<file path="src/rtl/board_pkg.sv">
// Shared types and constants for the 4x4 game board datapath.
package board_pkg;

   localparam int ROWS    = 4;
   localparam int COLS    = 4;
   localparam int CW      = 2;
   localparam int CELLS   = ROWS * COLS;
   localparam int BOARD_W = CELLS * CW;   // 32

   // Controller FSM: IDLE services requests, CLEAR sweeps the board to zero.
   typedef enum logic {
      IDLE  = 1'b0,
      CLEAR = 1'b1
   } state_t;

   // Linear cell index used for the board bit mapping: row*COLS + col.
   function automatic logic [3:0] cell_idx(input logic [1:0] row, input logic [1:0] col);
      return 4'(int'(row) * COLS + int'(col));
   endfunction

endpackage

</file>
<file path="src/rtl/board_controller_frame_sync.sv">
// vsync synchroniser plus falling-edge detect; produces a one-cycle frame_tick.
// The third flop holds the previous synchronised value for edge detection.
module frame_sync (
   input  logic clk,
   input  logic rst,
   input  logic vsync,
   output logic frame_tick
);

   logic sync_1;
   logic sync_2;
   logic sync_prev;

   // Two-flop synchroniser and edge history; all flops reset high (vsync idle level).
   always_ff @(posedge clk or negedge rst) begin
      if (!rst) begin
         sync_1    <= 1'b1;
         sync_2    <= 1'b1;
         sync_prev <= 1'b1;
      end else begin
         sync_1    <= vsync;
         sync_2    <= sync_1;
         sync_prev <= sync_2;
      end
   end

   // Falling edge of the synchronised vsync marks the start of a frame.
   always_comb begin
      frame_tick = sync_prev & ~sync_2;
   end

endmodule

</file>
<file path="src/rtl/board_controller.sv">
// Game board sequencer: cursor movement, painting, clearing, preset loading,
// and a tear-free display_state committed only on frame boundaries.
//
// Request interface: every btn_*, clear_req and load_en input is a one-cycle
// pulse with no acknowledge. A pulse is acted on in the cycle it is high or it
// is dropped (never queued); in IDLE only the highest-priority request is taken
// (clear_req > load_en > btn_fire > moves), and in CLEAR all requests drop.
module board_controller
   import board_pkg::*;
#(
   parameter int BLINK_FRAMES = 30
) (
   input  logic        clk,
   input  logic        rst,
   input  logic        btn_up,
   input  logic        btn_down,
   input  logic        btn_left,
   input  logic        btn_right,
   input  logic        btn_fire,
   input  logic        clear_req,
   input  logic        load_en,
   input  logic [31:0] load_data,
   input  logic [1:0]  color_sel,
   input  logic        cursor_en,
   input  logic        vsync,
   output logic [31:0] display_state,
   output logic [1:0]  cursor_row,
   output logic [1:0]  cursor_col,
   output logic        busy,
   output logic        frame_tick,
   output logic        state_dbg
);

   localparam logic [7:0] BLINK_LAST = 8'(BLINK_FRAMES - 1);

   state_t               state;
   state_t               state_next;
   logic [BOARD_W-1:0]   board;
   logic [BOARD_W-1:0]   board_next;
   logic [1:0]           row_next;
   logic [1:0]           col_next;
   logic [3:0]           clr_cnt;
   logic [3:0]           clr_cnt_next;
   logic [3:0]           cur_idx;
   logic [BOARD_W-1:0]   overlay;
   logic [7:0]           blink_cnt;
   logic [7:0]           blink_cnt_next;
   logic                 blink_phase;

   frame_sync u_frame_sync (
      .clk        (clk),
      .rst        (rst),
      .vsync      (vsync),
      .frame_tick (frame_tick)
   );

   // Cursor cell index and the busy/debug views of the FSM state.
   always_comb begin
      cur_idx   = cell_idx(cursor_row, cursor_col);
      busy      = (state == CLEAR);
      state_dbg = (state == CLEAR);
   end

   // Next-state logic: request priority in IDLE, cell-by-cell sweep in CLEAR.
   always_comb begin
      state_next   = state;
      board_next   = board;
      row_next     = cursor_row;
      col_next     = cursor_col;
      clr_cnt_next = clr_cnt;
      case (state)
         IDLE: begin
            if (clear_req) begin
               state_next   = CLEAR;
               clr_cnt_next = 4'd0;
            end else if (load_en) begin
               board_next = load_data;
            end else if (btn_fire) begin
               board_next[{cur_idx, 1'b0} +: CW] = color_sel;
            end else begin
               // Opposing moves on one axis cancel; the two axes are independent.
               if (btn_up && !btn_down) begin
                  row_next = cursor_row - 2'd1;
               end else if (btn_down && !btn_up) begin
                  row_next = cursor_row + 2'd1;
               end
               if (btn_left && !btn_right) begin
                  col_next = cursor_col - 2'd1;
               end else if (btn_right && !btn_left) begin
                  col_next = cursor_col + 2'd1;
               end
            end
         end
         CLEAR: begin
            board_next[{clr_cnt, 1'b0} +: CW] = '0;
            clr_cnt_next = clr_cnt + 4'd1;
            if (clr_cnt == 4'd15) begin
               state_next = IDLE;
            end
         end
         default: begin
            state_next = IDLE;
         end
      endcase
   end

   // FSM, board, cursor and clear-counter registers.
   always_ff @(posedge clk or negedge rst) begin
      if (!rst) begin
         state      <= IDLE;
         board      <= '0;
         cursor_row <= 2'd0;
         cursor_col <= 2'd0;
         clr_cnt    <= 4'd0;
      end else begin
         state      <= state_next;
         board      <= board_next;
         cursor_row <= row_next;
         cursor_col <= col_next;
         clr_cnt    <= clr_cnt_next;
      end
   end

   // Board image with the blinking cursor cell inverted.
   always_comb begin
      overlay = board;
      if (cursor_en && blink_phase) begin
         overlay[{cur_idx, 1'b0} +: CW] = board[{cur_idx, 1'b0} +: CW] ^ 2'b11;
      end
   end

   // Commit the pre-write board to the display on each frame tick, except mid-clear.
   always_ff @(posedge clk or negedge rst) begin
      if (!rst) begin
         display_state <= '0;
      end else if (frame_tick && !busy) begin
         display_state <= overlay;
      end
   end

   // Blink counter wraps after BLINK_LAST; the phase flips whenever the count lands on BLINK_LAST.
   always_comb begin
      blink_cnt_next = (blink_cnt == BLINK_LAST) ? 8'd0 : blink_cnt + 8'd1;
   end

   // Blink counter and phase advance on every frame tick regardless of busy or cursor_en.
   always_ff @(posedge clk or negedge rst) begin
      if (!rst) begin
         blink_cnt   <= 8'd0;
         blink_phase <= 1'b0;
      end else if (frame_tick) begin
         blink_cnt <= blink_cnt_next;
         if (blink_cnt_next == BLINK_LAST) begin
            blink_phase <= ~blink_phase;
         end
      end
   end

endmodule

</file>
<file path="config.mk">
export PLATFORM = sky130hd
export DESIGN_NAME = board_controller
export DESIGN_NICKNAME = d
export VERILOG_FILES = /design/src/rtl/board_pkg.sv /design/src/rtl/board_controller_frame_sync.sv /design/src/rtl/board_controller.sv
export SDC_FILE = /design/constraint.sdc
export NUM_CORES = 1
export LEC_CHECK = 0
export BUFFER_PORTS_ARGS = -buffer_cell sky130_fd_sc_hd__buf_2
export CAP_MARGIN = 15
export CELL_PAD_IN_SITES_DETAIL_PLACEMENT = 1
export CELL_PAD_IN_SITES_GLOBAL_PLACEMENT = 1
export CORE_MARGIN = 5
export CORE_UTILIZATION = 45
export CTS_CLUSTER_DIAMETER = 200
export DETAILED_ROUTE_END_ITERATION = 16
export GPL_TIMING_DRIVEN = 0
export PLACE_DENSITY_LB_ADDON = 0.25
export SLEW_MARGIN = 20
export SYNTH_ARGS = -nofsm -noshare
export SYNTH_HDL_FRONTEND = slang
export SYNTH_HIERARCHICAL = 1
export SYNTH_SLANG_ARGS = --single-unit
</file>
<file path="constraint.sdc">
create_clock -name clk -period 6.25 [get_ports clk]
set_input_delay 0.3125 -clock clk [delete_from_list [all_inputs] [get_ports clk]]
set_output_delay 0.3125 -clock clk [all_outputs]
set_load 0.005 [all_outputs]
</file>
==> results of run 1 <==
## sequential cells by signal, summed over array words and instances (netlist names)
register and count:
display_state 32, cursor_col 2, busy 1, board 32
blink_cnt 8, u_frame_sync/sync_1 1, cursor_row 2, blink_phase 1
clr_cnt 4, u_frame_sync/sync_prev 1, u_frame_sync/sync_2 1
## synth_stat cells, types with 7 or more instances
cell type and number:
dfrtp_1 82, nand2_1 57, nor2_1 33, clkbuf_1 32, o21ai_0 26, a21oi_1 25, nand3_1 22, a22oi_1 20
o22ai_1 20, inv_1 17, mux2i_1 17, o2bb2ai_1 17, o211ai_1 16, nor3_1 12, ha_1 11, xnor2_1 11
and2_1 10, o21ai_1 10, nand4_1 8, nor2b_1 8, a31oi_1 7, nand2b_1 7
## cell type report
class                           instances  area (µm²)  share of cell area
Multi-Input combinational cell        426        2870               0.464
Sequential cell                        85        2130               0.345
Timing Repair Buffer                   85         455              0.0737
Clock buffer                           12         236              0.0383
Buffer                                 41         196              0.0318
Tap cell                              143         179              0.0289
Inverter                               19        71.3              0.0115
Clock inverter                          3        46.3             0.00749
## what timing repair did
| item | in CTS | in global routing |
|---|---|---|
| endpoints found under the hold margin | 29 | 0 |
| resized for setup | 0 | 0 |
| hold buffers | 1 | 0 |
## placed cells by master, fill, tap and decap left out, types with 8 or more instances in the layout
cell and count:
clkbuf_16 9, clkbuf_1 35, nand2_1 57, nor3_1 12, nor2b_1 8, dfrtp_1 82, a21oi_1 25, xnor2_1 11
o22ai_1 20, nand4_1 8, o211ai_1 16, buf_2 85, nand3_1 22, a22oi_1 20, nor2_1 33, mux2i_1 17
and2_1 10, o2bb2ai_1 17, o21ai_0 26, inv_1 17, o21ai_1 10, ha_1 11
## cells by family after synthesis
family          after synthesis  share of synthesized area
buf+inv                      60                     0.0509
mux                          25                     0.0594
simple gates                188                      0.184
compound gates              187                      0.249
fa+ha+maj                    11                     0.0261
flops                        85                      0.405
xor+xnor                     15                     0.0250
## worst paths after layout
path / from / slack (ns) / depth (start not counted) / to
min reg2reg: u_frame_sync/sync_1 / 0.36 / 0 / u_frame_sync/sync_2
min in group asynchronous: rst / 0.43 / 2 / display_state[13]
max in group asynchronous: rst / 5.17 / 3 / u_frame_sync/sync_1
min: vsync / 0.06 / 1 / u_frame_sync/sync_1
max: cursor_col[1] / 3.12 / 10 / display_state[1]
max reg2reg: cursor_col[1] / 3.12 / 10 / display_state[1]
## power breakdown
group	internal, W	switching [W]
combinational	0.000576	0.000861
sequential	0.000768	0.000190
clock	0.000310	0.000233
total	0.00165	0.00128
## metrics by stage
| step | utilization | hold slack, ns | total power [W] |
|---|---|---|---|
| after floorplan | - | 0.0169 | 0.00184 |
| after global placement | 0.513 | 0.350 | 0.00231 |
| after detailed placement | 0.516 | 0.278 | 0.00237 |
| after CTS | 0.541 | 0.0566 | 0.00292 |
| after global routing | 0.541 | 0.0605 | 0.00310 |
| final | 0.541 | 0.0566 | 0.00294 |
## worst register-to-register path, stage by stage, from the launching register on
cell and delay, ns:
dfrtp_1 0.38, buf_6 0.22, buf_12 0.18, buf_6 0.15, inv_1 0.09, ha_1 0.40, or2_2 0.39, nor4_1 0.65
nand2_1 0.27, nand3_1 0.17, o211ai_1 0.10
## routing by layer
layer	share of wire	global-route usage
met5	0	0
met4	0.035	0.108
met3	0.054	0.0535
met2	0.48	0.433
met1	0.44	0.362
==> run summary, run 1 <==
FFs w/ async S/R, synth: 1.00
Setup ws final: 3.12 ns
Worst Tran Pin Value: 1.03 ns
Worst EP arrival: 3.36 ns
Number of remaining DRC errors: 0
Setup_tns: 0 ns
Placer congestion estimate: 0.961
I/O Pins: 84
Vias in the first global route: 5392
EDFF count, synth: 0
Post-Synthesis Cells: 571
Area post-placement: 5890 µm²
Pin count of the biggest net entering global routing: 57
Fin crit share: 0.501
Area Growth Syn to Fin: 17.4%
DRT iter0 DRCs: 396
Slew Limit Fails: 0
Root Buffer: clkbuf_16
Top post-synthesis cells by area: dfrtp_1 39%, nand2_1 4.1%, mux2i_1 3.2%, a22oi_1 2.9%, o2bb2ai_1 2.8%
WP data required: 6.48 ns
Net count, final: 723
Placed cells: 798
Fillers: 1348
Crit end category: flop
Die area: 14000 µm²
Clock Sinks: 85
Crit path kind: reg -> reg
Clk_skew: 0.0101 ns
First-pass GRT wire length: 30200 µm
Number of vias per cell: 6.35
Syn nets: 627
Die W: 118 µm
Post-route design area: 6180 µm²
Status: completed
Port buffer count: 83
Pre-antenna DRT Iters: 5
Clock Latency Late Sink: 0.36 ns
Min-Delay Path Class: in -> reg
Sequential fraction of the synthesis area: 0.405
Post-synth design cell area: 5260 µm²
Register bit total from synthesis: 85
Htree depth: 3
Setup violations, final: 0
DRT Wirelength: 19200 µm
Post-Syn Area per Cell: 9.22 µm²
Num CTS Buffers: 9
Routed Antenna Nets: 0
Achievable Freq: 319 MHz
Top cell type's share of synthesized area: 0.390
Chip Height: 118 µm
Max-cap violations: 0
TritonCTS clock tree: built
CP Cell Sequence: buf_6 > buf_12 > buf_6 > inv_1 > ha_1 > or2_2 > nor4_1 > nand2_1 > nand3_1 > o211ai_1
Startpoint Class: flop
Final hold viol count: 0
GRT overflow: 0
Final Non-Filler Cells: 814
Worst path most repeated cell: buf_6
Netlist cell types: 70
Post-synth top flop: dfrtp_1
Routed WL per cell: 23.6 µm
Buffers & Inverters on Critical Path: 4
CP max stage cell: nor4_1
CP max stage delay: 0.65 ns
Max VDD drop: 0.292 mV
Crit Path Max Fanout: 10
YS warnings: 6
ANT cells: 0
Detailed Place HPWL: 14600 µm
Slew headroom: 0.304
Clock transition at path regs: 0.06 ns
Initial antenna violation count: 0
Initial Util: 0.461
Via count: 5169
Total track usage: 0.271
RSZ-0062 raised after global routing: false
Post-synth top area cell: dfrtp_1
Clock tree buffer depth: 2
CP delay by family, top: simple AND/OR/NAND/NOR gates
Power density cells: 475 nW/µm²
Setup repair bufs after CTS: 0
Std-Cell Rows: 39
Pre-CTS setup slack: 3.24 ns
Leakage power: 2.64 nW
Layout cells sized above 1: 0.191
Tmin final: 3.13 ns
Std-Cell Core Area: 11400 µm²
Note: power is estimated with default switching activity, not from simulation.
==> run 2, diff against run 1 <==
- CORE_UTILIZATION: 45 -> 44
- clock period: 6.25 -> 3.2 ns (I/O delays scaled with it)
==> run summary, run 2 (same netlist as run 1, synthesis figures left out) <==
Status: completed
CP Cell Sequence: buf_6 > buf_12 > buf_6 > inv_1 > ha_1 > clkbuf_1 > or3b_1 > a21oi_1 > nand2_1 > a31oi_1 > o21ai_1
Sequential power share: 0.321
Worst path most repeated cell: buf_6
Post-route design area: 6240 µm²
R2R Path Start: cursor_col[1]
Via count: 5088
CP max stage cell: or3b_1
Routed WL per cell: 23.0 µm
Num CTS Buffers: 9
Pin count of the biggest net entering global routing: 59
Clock transition at path regs: 0.07 ns
Initial Util: 0.444
Std-Cell Rows: 40
Routed Antenna Nets: 0
Net count, final: 724
Chip Height: 119 µm
Achievable Freq: 328 MHz
Area Growth Syn to Fin: 18.6%
Crit path kind: reg -> reg
WP data required: 3.43 ns
Clock tree buffer depth: 2
Crit Path Max Fanout: 10
Startpoint Class: flop
GRT overflow: 0
Total track usage: 0.268
Port buffer count: 83
Setup violations, final: 0
Sw Share: 0.433
Comb pwr share: 0.486
Power density cells: 927 nW/µm²
HP Start: load_data[19]
Sequential Area: 2130 µm²
Crit end category: flop
Die area: 14300 µm²
Fin crit share: 0.951
Layout cells sized above 1: 0.196
CP max stage delay: 0.50 ns
Most common cell after layout, fill and taps aside: buf_2
Max-cap violations: 0
Leakage power: 2.68 nW
Vias in the first global route: 5501
Max VDD drop: 0.368 mV
Placer congestion estimate: 0.948
Clock Latency Late Sink: 0.35 ns
Psw: 0.00251 W
Htree depth: 3
Internal Pwr Total: 0.00328 W
Std-Cell Core Area: 11900 µm²
Slew headroom: 0.302
Reg2Reg Depth: 11
Pre-antenna DRT Iters: 5
WHS Path Cells: 3
Worst EP arrival: 3.28 ns
Commonest cells after routing, fill and taps aside: 85 x buf_2, 82 x dfrtp_1, 57 x nand2_1, 33 x clkbuf_1, 33 x nor2_1
Buffers & Inverters on Critical Path: 5
Min-Delay Path Class: in -> reg
TritonCTS clock tree: built
CP delay by family, top: buffers and inverters
Reg-to-reg endpoint: display_state[12]
Number of remaining DRC errors: 0
Clock Sinks: 85
Detailed Place HPWL: 14500 µm
Hold Crit Endpoint: board[19]
Area post-placement: 5890 µm²
Reg2Reg Setup Slack: 0.16 ns
Setup_tns: 0 ns
DRT iter0 DRCs: 429
I/O Pins: 84
Multi-input logic area: 2880 µm²
Final hold viol count: 0
RSZ-0062 raised after global routing: false
Root Buffer: clkbuf_16
First-pass GRT wire length: 30100 µm
Tmin final: 3.04 ns
Number of vias per cell: 6.20
Clk_skew: 0.0104 ns
Slew Limit Fails: 0
Hold Worst Slack: 0.0320 ns
ANT cells: 0
Worst Tran Pin Value: 1.03 ns
Clk network pwr share: 0.193
Largest registers: board: 32 flops, display_state: 32 flops, blink_cnt: 8 flops
Die W: 119 µm
Initial antenna violation count: 0
DRT Wirelength: 18800 µm
Fillers: 1419
[run 2: stage by stage]
step	cells	setup slack (ns)	total power [W]	utilization
after floorplan	571	0.737	0.00360	-
after global placement	801	0.221	0.00451	0.494
after detailed placement	802	0.137	0.00463	0.497
after CTS	820	0.123	0.00578	0.525
after global routing	820	0.00543	0.00612	0.526
final	820	0.155	0.00579	0.526
[run 2: power groups by stage]
stage	clock [W]	sequential, W	combinational, W
after floorplan	0	0.00178	0.00182
after global placement	0	0.00184	0.00267
after detailed placement	0	0.00187	0.00276
after CTS	0.00114	0.00186	0.00278
after global routing	0.00118	0.00191	0.00303
final	0.00111	0.00186	0.00281
[run 2: cell type report]
cell class,count,area share
clock buffers,12,0.0411
flip-flops and latches,85,0.341
clock inverters,4,0.00882
well taps,147,0.0295
multi-input cells,426,0.462
repair buffers,86,0.0746
plain buffers,41,0.0315
inverters,19,0.0114
[run 2: metal layers]
metal	global-route usage	wire length [µm]
met5	0	0
met2	0.439	9020
met1	0.356	8210
met4	0.115	576
met3	0.0370	1030
[run 2: worst max path at each step]
stage                        from                end  slack, ns  depth (start not counted)
global placement    cursor_col[1]   display_state[1]       0.22                         10
global route        cursor_col[1]  display_state[16]      0.005                         11
detailed placement  cursor_col[1]   display_state[1]       0.14                         10
finish              cursor_col[1]  display_state[12]       0.16                         11
CTS                 cursor_col[1]   display_state[1]       0.12                         10
floorplan           cursor_col[1]   display_state[1]       0.74                         10
[run 2: repair_timing]
item,CTS,global route
resized for setup,0,2
hold buffers,2,0
endpoints found under the hold margin,28,0
setup endpoints to repair,0,6
setup buffers,0,0
[run 2: worst min-delay path, cell delays in order]
cell	delay (ns)
buf_2	0.07
nand2_1	0.04
o221ai_1	0.06
